**config.mk**
```make
export PLATFORM = sky130hd
export DESIGN_NAME = instr_sequencer
export DESIGN_NICKNAME = d
export VERILOG_FILES = /design/src/rtl/instr_sequencer.sv
export SDC_FILE = /design/constraint.sdc
export NUM_CORES = 1
export LEC_CHECK = 0
export ABC_AREA = 1
export CORE_UTILIZATION = 40
export CTS_CLUSTER_DIAMETER = 40
export DETAILED_ROUTE_END_ITERATION = 8
export HOLD_SLACK_MARGIN = 0.02
export PLACE_DENSITY = 0.57
export SLEW_MARGIN = 20
export SYNTH_ARGS = -nofsm -noshare
export SYNTH_HDL_FRONTEND = slang
export SYNTH_SLANG_ARGS = --single-unit
```
**constraint.sdc**
```tcl
create_clock -name clk -period 3.4 [get_ports clk]
set_clock_uncertainty 0.2 [all_clocks]
set_input_delay 0.85 -clock clk [delete_from_list [all_inputs] [get_ports clk]]
set_output_delay 0.85 -clock clk [all_outputs]
set_load 0.02 [all_outputs]
```
**src/rtl/instr_sequencer.sv**
```systemverilog
// instr_sequencer: program buffer that feeds a 16-bit core one word per completed instruction cycle.
module instr_sequencer #(
  parameter int DEPTH  = 16,
  parameter int ADDR_W = 4
) (
  input  logic              clk,
  input  logic              rst,
  input  logic              load_valid,
  input  logic [15:0]       load_data,
  output logic              load_ready,
  input  logic              start,
  input  logic              step_mode,
  input  logic              step,
  input  logic [4:0]        tick,
  output logic [15:0]       instruction,
  output logic              cpu_enable,
  output logic [ADDR_W-1:0] pc,
  output logic [ADDR_W:0]   prog_len,
  output logic [1:0]        state
);
  typedef enum logic [1:0] {LOAD = 2'b00, RUN = 2'b01, PAUSE = 2'b10, HALT = 2'b11} state_t;
  state_t              state_q, state_d;
  logic [ADDR_W-1:0]   pc_q, pc_d, pc_nx;
  logic [ADDR_W:0]     len_q, len_d;
  logic [15:0]         instr_q, instr_d, word0;
  logic                en_q, en_d, acc, fin, last;
  logic [15:0]         mem [DEPTH];
  assign load_ready  = state_q == LOAD && len_q < (ADDR_W+1)'(DEPTH);
  assign acc         = load_valid && load_ready;
  assign fin         = tick == 5'b10000;
  assign last        = {1'b0, pc_q} + 1'b1 == len_q;
  assign pc_nx       = pc_q + 1'b1;
  // a word accepted alongside start becomes slot 0 when the buffer was empty
  assign word0       = (acc && len_q == '0) ? load_data : mem[0];
  assign instruction = instr_q;
  assign cpu_enable  = en_q;
  assign pc          = pc_q;
  assign prog_len    = len_q;
  assign state       = state_q;
  always_comb begin
    state_d = state_q;
    pc_d    = pc_q;
    len_d   = len_q + (ADDR_W+1)'(acc);
    instr_d = instr_q;
    en_d    = en_q;
    case (state_q)
      LOAD, HALT: if (start && len_d != '0) begin
        state_d = RUN;
        pc_d    = '0;
        instr_d = word0;
        en_d    = 1'b1;
      end
      RUN: if (fin) begin
        if (last) begin
          state_d = HALT;
          instr_d = '0;
          en_d    = 1'b0;
        end else begin
          pc_d    = pc_nx;
          instr_d = mem[pc_nx];
          state_d = step_mode ? PAUSE : RUN;
          en_d    = !step_mode;
        end
      end
      PAUSE: if (step || !step_mode) begin
        state_d = RUN;
        en_d    = 1'b1;
      end
    endcase
  end
  always_ff @(posedge clk) begin
    if (rst) begin
      state_q <= LOAD;
      pc_q    <= '0;
      len_q   <= '0;
      instr_q <= '0;
      en_q    <= 1'b0;
    end else begin
      state_q <= state_d;
      pc_q    <= pc_d;
      len_q   <= len_d;
      instr_q <= instr_d;
      en_q    <= en_d;
    end
  end
  always_ff @(posedge clk)
    if (acc) mem[len_q[ADDR_W-1:0]] <= load_data;
endmodule
```
# Yosys cells after proc, flatten, opt, wreduce, memory -nomap -nowiden
# Memories as Yosys holds them, arrays and structs flattened.
# Cells that the tools add are included.
[op_classes] reduce_logical=14 addsub=3 muxes=22 n_eq_ne=9 order_cmp=1
[op_table] cell="two-way mux 16 bit" n=4
[op_table] cell="one-hot mux 16 bit (2 select lines)" n=1
[op_table] cell="two-way mux 4 bit" n=3
[op_table] cell="two-way mux 2 bit" n=5
[op_table] cell="!= test 2 bit (second input constant)" n=4
[op_table] cell="one-hot mux 4 bit (2 select lines)" n=1
[op_table] cell="two-way mux 1 bit" n=6
[op_table] cell="one-hot mux 2 bit (3 select lines)" n=1
[op_table] cell="AND reduction 3 bit" n=2
[op_table] cell="adder 4 x 1 -> 5 bit (second input constant)" n=1
[op_table] cell="adder 5 x 1 -> 5 bit" n=1
[op_table] cell="== test 5 bit" n=1
[op_table] cell="== test 5 bit (second input constant)" n=1
[op_table] cell="logical NOT 5 bit" n=1
[op_table] cell="< comparator 5 bit (second input constant)" n=1
[op_table] cell="nonzero test 5 bit" n=1
[op_table] cell="adder 4 x 1 -> 4 bit (second input constant)" n=1
[op_table] cell="== test 2 bit (second input constant)" n=2
[op_table] cell="logical AND 1 bit" n=4
[op_table] cell="AND reduction 4 bit" n=1
[op_table] cell="one-hot mux 1 bit (3 select lines)" n=1
[op_table] cell="== test 2 x 1 -> 1 bit (second input constant)" n=1
[op_table] cell="logical NOT 2 bit" n=1
[op_table] cell="nonzero test 2 bit" n=1
[op_table] cell="other kinds (3)" n=3
[word_totals] reg_bits=28 inputBits=27 output_inout_bits=29 mem_bits_rw=256 mem_count=1 word_cells=55
[memory_table] name="mem" words=16 word_bits=16 rd=2 rd_ports_with_merged_regs=0 write_ports=1 line="27" source="logic [15:0] mem [DEPTH];"

# Logic depth before layout (Yosys ltp)
[depth] word_depth=8 ltp_mapped=21

# Worst setup path before layout
# OpenSTA, ideal clock, no wires.
[synth_timing] kind="register -> register" startpoint="register state_q[1] (netlist: state[1])" endpoint="register instr_q[10] (netlist: instruction[10])" required_ns=3.091 synth_period_minus_slack_ns=2.761 n_path_buf=1 setup_ns=0.109 slack_ns=0.639 t_arrival_ns=2.451 path_stages_with_launch=21 cell_sequence="dfxtp_1 inv_1 ha_1 inv_1 nor2_1 nand2_1 inv_2 ha_1 ha_1 nand3_1 nand2_1 nand2_1 nand3_1 nand2_1 nand2_1 nand3_2 inv_2 buf_2 nand3_1 nand2_1 inv_1"
[synth_between] elab_chain_len=8
[synth_rtl] element="start: declaration" line="22" source="state_t state_q, state_d;"
[synth_rtl] element="start signal: assignment" line="79" source="state_q <= state_d;"
[synth_rtl] element="logical NOT 2 bit (*)" line="28" source="assign load_ready = state_q == LOAD && len_q < (ADDR_W+1)'(DEPTH);"
[synth_rtl] element="logical AND 1 bit (*)" line="28"
[synth_rtl] element="via load_ready" line="10" source="output logic load_ready,"
[synth_rtl] element="logical AND 1 bit (*)" line="29" source="assign acc = load_valid && load_ready;"
[synth_rtl] element="adder 5 x 1 -> 5 bit" line="43" source="len_d = len_q + (ADDR_W+1)'(acc);"
[synth_rtl] element="nonzero test 5 bit" line="47" source="LOAD, HALT: if (start && len_d != '0) begin"
[synth_rtl] element="logical AND 1 bit" line="47"
[synth_rtl] element="!= test 2 bit (no line)"
[synth_rtl] element="AND reduction 3 bit (no line)"
[synth_rtl] element="end signal: assignment" line="82" source="instr_q <= instr_d;"
[synth_rtl] element="end: declaration" line="25" source="logic [15:0] instr_q, instr_d, word0;"
# The timed path passes the listed nets; every way through them passes the cells marked *. The select of a mux whose other input is x is not followed.
# A chain may end at the register's enable or synchronous reset.

# Worst setup path after layout
[layout_timing] startpoint="register state_q[1] (netlist: state[1])" endpoint="output port load_ready"
[layout_between] elab_chain_len=2
[layout_rtl] element="logical NOT 2 bit" line="28"
[layout_rtl] element="logical AND 1 bit" line="28"
[layout_rtl] element="end: declaration" line="10"
# Every way passes these cells.

==> results.yml <==
clock_tree:
  clk_pin_slew_ps: 50
  cts_hold_buf: 0
  htree_levels: 2
  cts_resized: 0
  post_cts_buffers: 0
  cts-root-buf: "clkbuf_16"
  clkLatencyLatePin_ps: 520
  cts_buffer_depth: 3
  cts_made_buffers: 38
  cts_tree: "built"
  clkSinkCount: 284
pwr:
  switching_share_pct: 32.1
  intPower_w: 0.00743
  p_leak_nw: 5.36
  p_switching_w: 0.00351
  powerDensity_nw_per_um2: 751
  ir_worst_vdd_mv: 0.358
  power_frac_seq_pct: 37.7
  p_total_w: 0.0109
  p_comb_share_pct: 25.9
  clockPowerShare_pct: 36.4
cells_and_area:
  antenna_cells: 0
  fin_util_pct: 49.1
  area_delta_synth_final_pct: 21.0
  finish.instance_area_um2: 14600
  drive_gt1_share_pct: 13.4
  final_nets: 1243
global_route:
  grt_pass1_vias: 8154
  grt_overflow: 0
  grt_use_total_pct: 21.8
  grt_max_degree: 62
  antenna_found_initial: 0
  grt_pass1_wl_um: 50300
synth:
  synthTopCellsByCount: "nand2_1 (296), edfxtp_1 (256), nand3_1 (247), nor2_1 (79), inv_1 (51)"
  ys_types: 26
  synthesis.nets: 1152
  synth-main-ff-cell: "edfxtp_1"
  async_reset_ff_share_pct: 0
  yosys.area.top_type: "edfxtp_1"
  seq_area_frac_synth_pct: 68.5
  synth_cells: 1119
  synth_area_leaders: "edfxtp_1 (64%), nand3_1 (10%), nand2_1 (9.2%), dfxtp_1 (4.7%), nor2_1 (2.5%)"
  yosysMostFrequentCell: "nand2_1"
  netlist_area_um2: 12000
  yosysWarnings: 0
  synth_top_area_share_pct: 63.9
  synth-edff-count: 256
  synth_seq_cells: 284
  synth.avg_cell_area_um2: 10.8
timing:
  worst_pin_slew_ps: 869
  relSlewSlack_pct: 42.0
  slew_violations: 0
  post-route-period-util_pct: 86.3
  setup_viol: 0
  setup_tns_ps: 0
  rsz0062_at_grt: "false"
  fin_crit_ps: 2930
  holdWs_ps: 298
  fmax_mhz: 341
  hold_viol_final: 0
place:
  portBuffers: 55
  place_hpwl_um: 19300
  place_congestion: 0.816
  dpl_cell_area_um2: 13300
floorplan:
  rows: 63
  dieWidth_um: 175
  die_h_um: 175
  start_util_pct: 40.6
  die_area_um2: 30800
  coreArea_um2: 29600
  io-pin-count: 56
setup_path:
  r2r_end: "instruction[12]"
  startpoint_type: "flop"
  r2r_slack_ps: 610
  cp.arrival_ps: 1880
  rr_worst_depth: 19
  crit_required_ps: 2350
  r2r-start: "state[1]"
  worstSetupPathType: "reg2out"
  cp-end-kind: "output port"
  crit_fanout: 3
hold_path:
  hold_class: "reg2reg"
  min_to: "cpu_enable"
  min_from: "cpu_enable"
  hold_depth: 2
job:
  drv_cap: 0
drt:
  drcViolationCount: 0
  route.vias.total: 8466
  vias_per_cell: 5.20
  first_iter_violations: 906
  first_pass_iters: 7
  wl_um: 32600
  drtAntennaViolNets: 0
  wl_per_cell_um: 20.0
outcome:
  status: "completed"
## area by class of cell
type / count / area [um^2]
Inverter: 59 / 223
Clock inverter: 24 / 239
Clock buffer: 45 / 1040
Multi-Input combinational cell: 711 / 3290
Timing Repair Buffer: 116 / 1030
Sequential cell: 284 / 8250
Tap cell: 390 / 488
Fill cell: 2714 / 15100
## critical path, cell delays in order, from the launching register on
cell	delay [ps]
dfxtp_1	320
inv_1	120
ha_1	160
inv_1	40
nor2_1	120
clkdlybuf4s50_1	620
## routing by layer
metal / GRT usage, % / wire length [um] / up-vias
met1: 31.0 / 14700 / 4039
met4: 6.56 / 806 / 0
li1: - / - / 4061
met2: 34.2 / 15000 / 302
met3: 3.83 / 2090 / 64
met5: 0 / 0 / -
## cells in the final DEF, fill, tap and decap left out, drive strengths merged
cell | Yosys | layout
a21oi | 22 | 22
buf | 53 | 61
bufinv | 0 | 4
clkbuf | 12 | 45
clkdlybuf4s50 | 0 | 55
clkinv | 0 | 17
clkinvlp | 0 | 2
dfxtp | 28 | 28
edfxtp | 256 | 256
ha | 6 | 6
inv | 59 | 60
nand2 | 304 | 304
nand3 | 258 | 258
nand4 | 4 | 4
nor2 | 82 | 82
nor3 | 2 | 2
o211ai | 3 | 3
o21ai | 30 | 30
## cell families (layout without fill, tap and decap cells)
kind of cell / after synthesis / after routing / share of synthesized area [%]
AOI/OAI and AO/OA: 55 / 55 / 2.35
adders and majority gates: 6 / 6 / 0.624
buffers and inverters: 124 / 244 / 4.47
DFF: 284 / 284 / 68.5
and+or+nand+nor: 650 / 650 / 24.0
## sequential cells by signal, summed over array words and instances, names as in the netlist
register	cells
cpu_enable	1
instruction	16
prog_len	5
mem	256
state	2
pc	4
## worst max path at each step
stage	startpoint	endpoint	slack, ps	depth (start not counted)
after floorplan	state[1]	instruction[10]	640	20
after global placement	load_valid	instruction[7]	210	16
after detailed placement	load_valid	instruction[12]	110	16
after CTS	state[1]	load_ready	450	5
after global routing	state[1]	instruction[13]	300	19
final	state[1]	load_ready	470	5
## stage by stage
stage                     worst slack, ps  cells
after CTS                             454   1629
after detailed placement              106   1560
after global placement                210   1560
after global routing                  297   1629
after floorplan                       639   1119
final                                 466   1629
## power by group through the flow
| stage | registers [W] | logic (W) | clock network, W |
|---|---|---|---|
| floorplan | 0.00424 | 0.00184 | 0 |
| global placement | 0.00419 | 0.00281 | 0 |
| global route | 0.00414 | 0.00317 | 0.00419 |
| CTS | 0.00412 | 0.00285 | 0.00404 |
| detailed placement | 0.00419 | 0.00283 | 0 |
| finish | 0.00412 | 0.00283 | 0.00398 |
(Power assumes the default switching activity.)
